--- src/rtl/calc_op_ctrl_pkg.sv ---
// Shared types and constants for the calculator operation controller.
// Latency: none (declarations only).
// Backpressure: not applicable.
package calc_pkg;

  localparam int RES_W  = 33;
  localparam int OPND_W = 16;

  // Operator codes as delivered by the parser
  localparam logic [4:0] OP_ADD = 5'd0;
  localparam logic [4:0] OP_SUB = 5'd1;
  localparam logic [4:0] OP_MUL = 5'd2;
  localparam logic [4:0] OP_DIV = 5'd3;
  localparam logic [4:0] OP_MOD = 5'd4;

  // Data type codes; anything other than DT_SIGNED behaves as unsigned
  localparam logic [3:0] DT_UNSIGNED = 4'h0;
  localparam logic [3:0] DT_SIGNED   = 4'h1;

  typedef enum logic [2:0] {
    ST_IDLE,
    ST_DISPATCH,
    ST_WAIT_MUL,
    ST_WAIT_DIV,
    ST_DONE
  } state_e;

  // Widen a 16-bit operand to the result width, sign- or zero-extending
  function automatic logic [RES_W-1:0] ext_opnd(input logic [OPND_W-1:0] v, input logic sgn);
    return sgn ? {{(RES_W-OPND_W){v[OPND_W-1]}}, v} : {{(RES_W-OPND_W){1'b0}}, v};
  endfunction

endpackage

--- src/rtl/calc_op_ctrl_if.sv ---
// Bundle of parser, arithmetic-unit and formatter signals around the controller.
// Latency: none (wiring only).
// Backpressure: parser is held off by ctrl_ready; units answer with done.
interface calc_op_ctrl_if;
  import calc_pkg::*;

  // parser side
  logic                parser_done;
  logic [3:0]          dtype;
  logic [4:0]          operator;
  logic [OPND_W-1:0]   src1;
  logic [OPND_W-1:0]   src2;
  logic                ctrl_ready;
  // multiplier side
  logic                mul_start;
  logic [OPND_W-1:0]   mul_src1;
  logic [OPND_W-1:0]   mul_src2;
  logic [RES_W-1:0]    mul_res;
  logic                mul_done;
  // divider side
  logic                div_start;
  logic [OPND_W-1:0]   div_src1;
  logic [OPND_W-1:0]   div_src2;
  logic [OPND_W-1:0]   div_quot;
  logic [OPND_W-1:0]   div_rem;
  logic                div_done;
  // response side
  logic [RES_W-1:0]    calc_res;
  logic                alu_err;
  logic                alu_done;

  // controller view
  modport master (
    input  parser_done, dtype, operator, src1, src2,
    input  mul_res, mul_done, div_quot, div_rem, div_done,
    output ctrl_ready, mul_start, mul_src1, mul_src2,
    output div_start, div_src1, div_src2, calc_res, alu_err, alu_done
  );

  // environment view (parser, units, formatter)
  modport slave (
    output parser_done, dtype, operator, src1, src2,
    output mul_res, mul_done, div_quot, div_rem, div_done,
    input  ctrl_ready, mul_start, mul_src1, mul_src2,
    input  div_start, div_src1, div_src2, calc_res, alu_err, alu_done
  );

endinterface

--- src/rtl/calc_op_ctrl_addsub.sv ---
// 33-bit adder/subtractor with per-dtype operand extension.
// Latency: combinational.
// Backpressure: none.
module calc_addsub
  import calc_pkg::*;
(
  input  logic [3:0]        dtype_i,
  input  logic              sub_i,
  input  logic [OPND_W-1:0] src1_i,
  input  logic [OPND_W-1:0] src2_i,
  output logic [RES_W-1:0]  res_o
);

  logic             sgn;
  logic [RES_W-1:0] a_ext;
  logic [RES_W-1:0] b_ext;

  assign sgn   = (dtype_i == DT_SIGNED);
  assign a_ext = ext_opnd(src1_i, sgn);
  assign b_ext = ext_opnd(src2_i, sgn);
  assign res_o = sub_i ? (a_ext - b_ext) : (a_ext + b_ext);

endmodule

--- src/rtl/calc_op_ctrl.sv ---
// Operation controller: add/sub locally, sequences multiplier and divider.
// Latency: 2 cycles for add/sub/errors; unit latency + 2 for mul/div.
// Backpressure: one op in flight; ctrl_ready low until alu_done retires it.
module calc_op_ctrl
  import calc_pkg::*;
#(
  parameter int TIMEOUT_CYC = 64
) (
  input  logic           clk,
  input  logic           n_rst,
  calc_op_ctrl_if.master bus
);

  localparam int               CNT_W    = (TIMEOUT_CYC > 1) ? $clog2(TIMEOUT_CYC) : 1;
  localparam logic [CNT_W-1:0] CNT_LAST = CNT_W'(TIMEOUT_CYC - 1);

  state_e            state_q;
  logic [3:0]        dtype_q;
  logic [4:0]        op_q;
  logic [OPND_W-1:0] src1_q;
  logic [OPND_W-1:0] src2_q;
  logic [CNT_W-1:0]  cnt_q;
  logic              ctrl_ready_q;
  logic              mul_start_q;
  logic              div_start_q;
  logic [RES_W-1:0]  res_q;
  logic              err_q;
  logic              alu_done_q;
  logic [RES_W-1:0]  addsub_res;

  calc_addsub u_addsub (
    .dtype_i (dtype_q),
    .sub_i   (op_q == OP_SUB),
    .src1_i  (src1_q),
    .src2_i  (src2_q),
    .res_o   (addsub_res)
  );

  // The latched operands feed both units; they only change on acceptance
  assign bus.ctrl_ready = ctrl_ready_q;
  assign bus.mul_start  = mul_start_q;
  assign bus.mul_src1   = src1_q;
  assign bus.mul_src2   = src2_q;
  assign bus.div_start  = div_start_q;
  assign bus.div_src1   = src1_q;
  assign bus.div_src2   = src2_q;
  assign bus.calc_res   = res_q;
  assign bus.alu_err    = err_q;
  assign bus.alu_done   = alu_done_q;

  // Control FSM; start pulses are decided at acceptance so they land in DISPATCH
  always_ff @(posedge clk or negedge n_rst) begin
    if (!n_rst) begin
      state_q      <= ST_IDLE;
      dtype_q      <= '0;
      op_q         <= '0;
      src1_q       <= '0;
      src2_q       <= '0;
      cnt_q        <= '0;
      ctrl_ready_q <= 1'b0;
      mul_start_q  <= 1'b0;
      div_start_q  <= 1'b0;
      res_q        <= '0;
      err_q        <= 1'b0;
      alu_done_q   <= 1'b0;
    end else begin
      mul_start_q <= 1'b0;
      div_start_q <= 1'b0;
      alu_done_q  <= 1'b0;
      unique case (state_q)
        ST_IDLE: begin
          if (ctrl_ready_q && bus.parser_done) begin
            dtype_q      <= bus.dtype;
            op_q         <= bus.operator;
            src1_q       <= bus.src1;
            src2_q       <= bus.src2;
            ctrl_ready_q <= 1'b0;
            mul_start_q  <= (bus.operator == OP_MUL);
            div_start_q  <= ((bus.operator == OP_DIV) || (bus.operator == OP_MOD)) &&
                            (bus.src2 != '0);
            state_q      <= ST_DISPATCH;
          end else begin
            ctrl_ready_q <= 1'b1;
          end
        end
        ST_DISPATCH: begin
          cnt_q <= '0;
          case (op_q)
            OP_ADD, OP_SUB: begin
              res_q      <= addsub_res;
              err_q      <= 1'b0;
              alu_done_q <= 1'b1;
              state_q    <= ST_DONE;
            end
            OP_MUL: state_q <= ST_WAIT_MUL;
            OP_DIV, OP_MOD: begin
              if (src2_q != '0) begin
                state_q <= ST_WAIT_DIV;
              end else begin
                res_q      <= '0;
                err_q      <= 1'b1;
                alu_done_q <= 1'b1;
                state_q    <= ST_DONE;
              end
            end
            default: begin
              res_q      <= '0;
              err_q      <= 1'b1;
              alu_done_q <= 1'b1;
              state_q    <= ST_DONE;
            end
          endcase
        end
        ST_WAIT_MUL: begin
          if (bus.mul_done) begin
            res_q      <= bus.mul_res;
            err_q      <= 1'b0;
            alu_done_q <= 1'b1;
            state_q    <= ST_DONE;
          end else if (cnt_q == CNT_LAST) begin
            res_q      <= '0;
            err_q      <= 1'b1;
            alu_done_q <= 1'b1;
            state_q    <= ST_DONE;
          end else begin
            cnt_q <= cnt_q + 1'b1;
          end
        end
        ST_WAIT_DIV: begin
          if (bus.div_done) begin
            res_q      <= {{(RES_W-OPND_W){1'b0}},
                           (op_q == OP_MOD) ? bus.div_rem : bus.div_quot};
            err_q      <= 1'b0;
            alu_done_q <= 1'b1;
            state_q    <= ST_DONE;
          end else if (cnt_q == CNT_LAST) begin
            res_q      <= '0;
            err_q      <= 1'b1;
            alu_done_q <= 1'b1;
            state_q    <= ST_DONE;
          end else begin
            cnt_q <= cnt_q + 1'b1;
          end
        end
        ST_DONE: begin
          ctrl_ready_q <= 1'b1;
          state_q      <= ST_IDLE;
        end
        default: state_q <= ST_IDLE;
      endcase
    end
  end

endmodule

--- src/flat_wrapper.sv ---
// flat-port wrapper written by rule: the top's interface ports become plain ports
module calc_op_ctrl_flat import calc_pkg::*;
#(
  parameter int TIMEOUT_CYC = 64
)
  (clk, n_rst, bus_parser_done, bus_dtype, bus_operator, bus_src1, bus_src2, bus_mul_res, bus_mul_done, bus_div_quot, bus_div_rem, bus_div_done, bus_ctrl_ready, bus_mul_start, bus_mul_src1, bus_mul_src2, bus_div_start, bus_div_src1, bus_div_src2, bus_calc_res, bus_alu_err, bus_alu_done);
  calc_op_ctrl_if bus_i ();
  input  logic clk;
  input  logic n_rst;
  input wire logic [$bits(bus_i.parser_done)-1:0] bus_parser_done;
  input wire logic [$bits(bus_i.dtype)-1:0] bus_dtype;
  input wire logic [$bits(bus_i.operator)-1:0] bus_operator;
  input wire logic [$bits(bus_i.src1)-1:0] bus_src1;
  input wire logic [$bits(bus_i.src2)-1:0] bus_src2;
  input wire logic [$bits(bus_i.mul_res)-1:0] bus_mul_res;
  input wire logic [$bits(bus_i.mul_done)-1:0] bus_mul_done;
  input wire logic [$bits(bus_i.div_quot)-1:0] bus_div_quot;
  input wire logic [$bits(bus_i.div_rem)-1:0] bus_div_rem;
  input wire logic [$bits(bus_i.div_done)-1:0] bus_div_done;
  output wire logic [$bits(bus_i.ctrl_ready)-1:0] bus_ctrl_ready;
  output wire logic [$bits(bus_i.mul_start)-1:0] bus_mul_start;
  output wire logic [$bits(bus_i.mul_src1)-1:0] bus_mul_src1;
  output wire logic [$bits(bus_i.mul_src2)-1:0] bus_mul_src2;
  output wire logic [$bits(bus_i.div_start)-1:0] bus_div_start;
  output wire logic [$bits(bus_i.div_src1)-1:0] bus_div_src1;
  output wire logic [$bits(bus_i.div_src2)-1:0] bus_div_src2;
  output wire logic [$bits(bus_i.calc_res)-1:0] bus_calc_res;
  output wire logic [$bits(bus_i.alu_err)-1:0] bus_alu_err;
  output wire logic [$bits(bus_i.alu_done)-1:0] bus_alu_done;
  assign bus_i.parser_done = bus_parser_done;
  assign bus_i.dtype = bus_dtype;
  assign bus_i.operator = bus_operator;
  assign bus_i.src1 = bus_src1;
  assign bus_i.src2 = bus_src2;
  assign bus_i.mul_res = bus_mul_res;
  assign bus_i.mul_done = bus_mul_done;
  assign bus_i.div_quot = bus_div_quot;
  assign bus_i.div_rem = bus_div_rem;
  assign bus_i.div_done = bus_div_done;
  assign bus_ctrl_ready = bus_i.ctrl_ready;
  assign bus_mul_start = bus_i.mul_start;
  assign bus_mul_src1 = bus_i.mul_src1;
  assign bus_mul_src2 = bus_i.mul_src2;
  assign bus_div_start = bus_i.div_start;
  assign bus_div_src1 = bus_i.div_src1;
  assign bus_div_src2 = bus_i.div_src2;
  assign bus_calc_res = bus_i.calc_res;
  assign bus_alu_err = bus_i.alu_err;
  assign bus_alu_done = bus_i.alu_done;
  calc_op_ctrl #(.TIMEOUT_CYC(TIMEOUT_CYC)) u_core (.clk(clk), .n_rst(n_rst), .bus(bus_i));
endmodule
--- config.mk ---
export PLATFORM = sky130hd
export DESIGN_NAME = calc_op_ctrl_flat
export DESIGN_NICKNAME = d
export VERILOG_FILES = /design/src/rtl/calc_op_ctrl_pkg.sv /design/src/rtl/calc_op_ctrl_if.sv /design/src/rtl/calc_op_ctrl_addsub.sv /design/src/rtl/calc_op_ctrl.sv /design/src/flat_wrapper.sv
export SDC_FILE = /design/constraint.sdc
export NUM_CORES = 1
export LEC_CHECK = 0
export BUFFER_PORTS_ARGS = -buffer_cell sky130_fd_sc_hd__buf_2
export CAP_MARGIN = 40
export CORE_ASPECT_RATIO = 1.75
export CORE_MARGIN = 2
export CORE_UTILIZATION = 55
export DETAILED_ROUTE_END_ITERATION = 10
export PLACE_DENSITY_LB_ADDON = 0.12
export REMOVE_ABC_BUFFERS = 1
export SYNTH_ARGS = -nofsm -noshare
export SYNTH_HDL_FRONTEND = slang
export SYNTH_SLANG_ARGS = --single-unit
--- constraint.sdc ---
create_clock -name clk -period 9.39 [get_ports clk]
set_input_delay 0.939 -clock clk [delete_from_list [all_inputs] [get_ports clk]]
set_output_delay 0.939 -clock clk [all_outputs]
set_load 0.03 [all_outputs]
==> flow_summary.yaml <==
sta:
  setup-violations-final: 0
  slew_headroom: 0.369
  hold_viol: 0
  whs_ps: 483
  layout_min_cycle_time_ps: 5090
  skew_ps: 8.31
  fin_setup_tns_ps: 0
  post-route-period-util: 0.542
  grt_setup_unrepaired: "no"
  fmax_mhz: 197
  worst_pin_slew_ps: 934
  report.final.slew_viol_count: 0
floorplan:
  dieHeight_um: 147
  die_x_um: 85.7
  initial_core_util: 0.561
  rows: 52
  io_pins: 213
  core_area_sq_um: 11500
  die_area_sq_um: 12600
place:
  portBuffers: 212
  hpwl_um: 14900
  place_congestion: 0.956
yosys:
  ys_top_cells_by_area: "dfrtp_1, mux2_2, ha_1, a21oi_1, o21ai_0"
  yosysSeqAreaShare: 0.343
  syn_area_sq_um: 6420
  synth_edf_count: 0
  avgSynthCellArea_sq_um: 9.21
  syn_inst: 697
  synthArstFlopShare: 1.00
  yosys_warnings: 0
  synth_cell_types: 62
  ys.flop_type: "dfrtp_1"
  synth_top_area_share: 0.343
  synth_top_area_cell: "dfrtp_1"
  synth-seq-cells: 88
worst_setup_path:
  cp-end-kind: "flop"
  cp.arrival_ps: 5350
  r2r_start: "u_core.op_q[4]"
  cp-startpoint: "u_core.op_q[4]"
  required_ps: 9650
  crit_fanout: 13
  crit_type: "reg -> reg"
  cp-start-kind: "flop"
  reg2reg_slack_ps: 4300
clock_tree:
  cts_buffers: 9
  post_cts_buffers: 0
  clkLatencyLatePin_ps: 350
  max-clock-path-buffers: 2
  cts_resized: 0
  hold_buffers: 0
  clock_tree.root_cell: "clkbuf_16"
  cts_num_sinks: 88
  clk_pin_slew_ps: 60
  htree_num_levels: 3
  cts_tree: "done"
routing:
  wl_um: 19300
  dr.pass1.iters: 8
  ant_nets: 0
  dr.first_iter.drc_count: 340
  viasPerCell: 6.13
  drc_errors: 0
  vias: 6145
  wl_per_cell_um: 19.2
grt:
  grt_max_degree: 46
  grt_pass1_vias: 6139
  grt_antenna_before_repair: 0
  grt_usage: 0.307
  grt_pass1_wl_um: 30500
  grt-ovfl-total: 0
finish:
  layout_commonest_cell: "buf_2"
  num-fill-cells: 979
  nets: 1009
  areaGrowthSynthToFinish_pct: 19.8
  layout_common_cells: "buf_2, dfrtp_1, a21oi_1"
  diodes: 0
  drive_gt1_frac: 0.345
power:
  power.leakage_nw: 3.72
  vdd_drop_max_uv: 305
  power.density_nw_per_um2: 426
  power_w: 0.00328
status:
  status: "finished clean"
flow_run:
  maxCapViolCount: 0
hold_path:
  min_path_type: "reg -> reg"
  worstHoldStart: "u_core.bus.calc_res[7]"
==> worst max-delay path: stages, from the launching register on <==
cell      delay, ps
dfrtp_1         370
or2_2           350
nor3_1          460
nand2_1         490
o21ai_0         460
inv_1            90
ha_1            270
nor2b_1         210
o31a_1          220
nor4_1           80
o31ai_1         520
o21ai_0         360
o21ai_0         570
a21boi_0        220
xor2_1          180
o21ai_0         140
==> report_power, final <==
group	internal (W)	leakage [nW]	switching [W]
clock	0.000235	0.155	0.000158
sequential	0.000528	1.12	0.000175
combinational	0.000829	2.45	0.00136
total	0.00159	3.72	0.00169
==> metrics by stage <==
stage | utilization | instance area (sq um) | std cells | setup WS (ps)
2_1_floorplan | - | 6030 | 632 | 4980
3_3_place_gp | 0.638 | 7300 | 982 | 4670
3_5_place_dp | 0.644 | 7370 | 986 | 4380
4_1_cts | 0.672 | 7690 | 1002 | 4330
5_1_grt | 0.672 | 7690 | 1002 | 3770
6_report | 0.672 | 7690 | 1002 | 4300
==> routing by layer <==
layer	vias to the layer above	global-route usage	wire (um)
met5	-	0	0
met4	0	0.129	613
met3	53	0.0522	1360
met2	307	0.568	10400
met1	2914	0.336	6830
li1	2871	-	-
==> sequential cells by signal, summed over array words and instances (netlist names) <==
signal,cells
u_core.bus.alu_done,1
u_core.bus.ctrl_ready,1
u_core.op_q,5
u_core.dtype_q,4
u_core.bus.div_start,1
u_core.bus.div_src1,16
u_core.bus.div_src2,16
u_core.bus.calc_res,33
u_core.bus.alu_err,1
u_core.state_q,3
u_core.cnt_q,6
u_core.bus.mul_start,1
==> synth_stat cells, types with 7 or more instances <==
cell type	n
dfrtp_1	88
a21oi_1	64
mux2_2	55
o21ai_0	49
nor2_1	44
ha_1	35
nand2_1	35
buf_4	32
clkbuf_1	26
xnor2_1	26
inv_1	22
xor2_1	19
a222oi_1	13
a21o_1	12
a22oi_1	11
nand2b_1	11
nand3_1	11
nor3_1	11
o21a_1	10
nor2b_1	9
nor4_1	7
==> logic make-up (layout without fill, tap and decap cells) <==
family / after synthesis / after routing / share of synthesized area
AO/OA/AOI/OAI: 217 / 217 / 0.218
AND/OR/NAND/NOR: 165 / 165 / 0.130
flip-flops: 88 / 88 / 0.343
buffers and inverters: 87 / 257 / 0.0736
multiplexers: 59 / 59 / 0.103
XOR/XNOR: 45 / 45 / 0.0614
adder cells (fa/ha/maj): 36 / 36 / 0.0713
==> cell type report <==
type | instances | area [sq um] | area share
clock inverter | 6 | 92.6 | 0.0120
tap | 135 | 169 | 0.0220
inverter | 22 | 82.6 | 0.0107
multi-input combinational | 522 | 3760 | 0.489
sequential | 88 | 2200 | 0.286
clock buffer | 10 | 229 | 0.0298
timing repair buffer | 219 | 1160 | 0.150
==> worst paths after layout <==
kind / to / cells after the start
max in group asynchronous: u_core.op_q[4] / 2
min in group asynchronous: u_core.bus.calc_res[17] / 1
setup / recovery: u_core.bus.calc_res[21] / 15
hold / removal: u_core.bus.calc_res[7] / 2
setup reg to reg: u_core.bus.calc_res[21] / 15
hold reg to reg: u_core.bus.calc_res[7] / 2
Note: power is estimated with default switching activity, not from simulation.
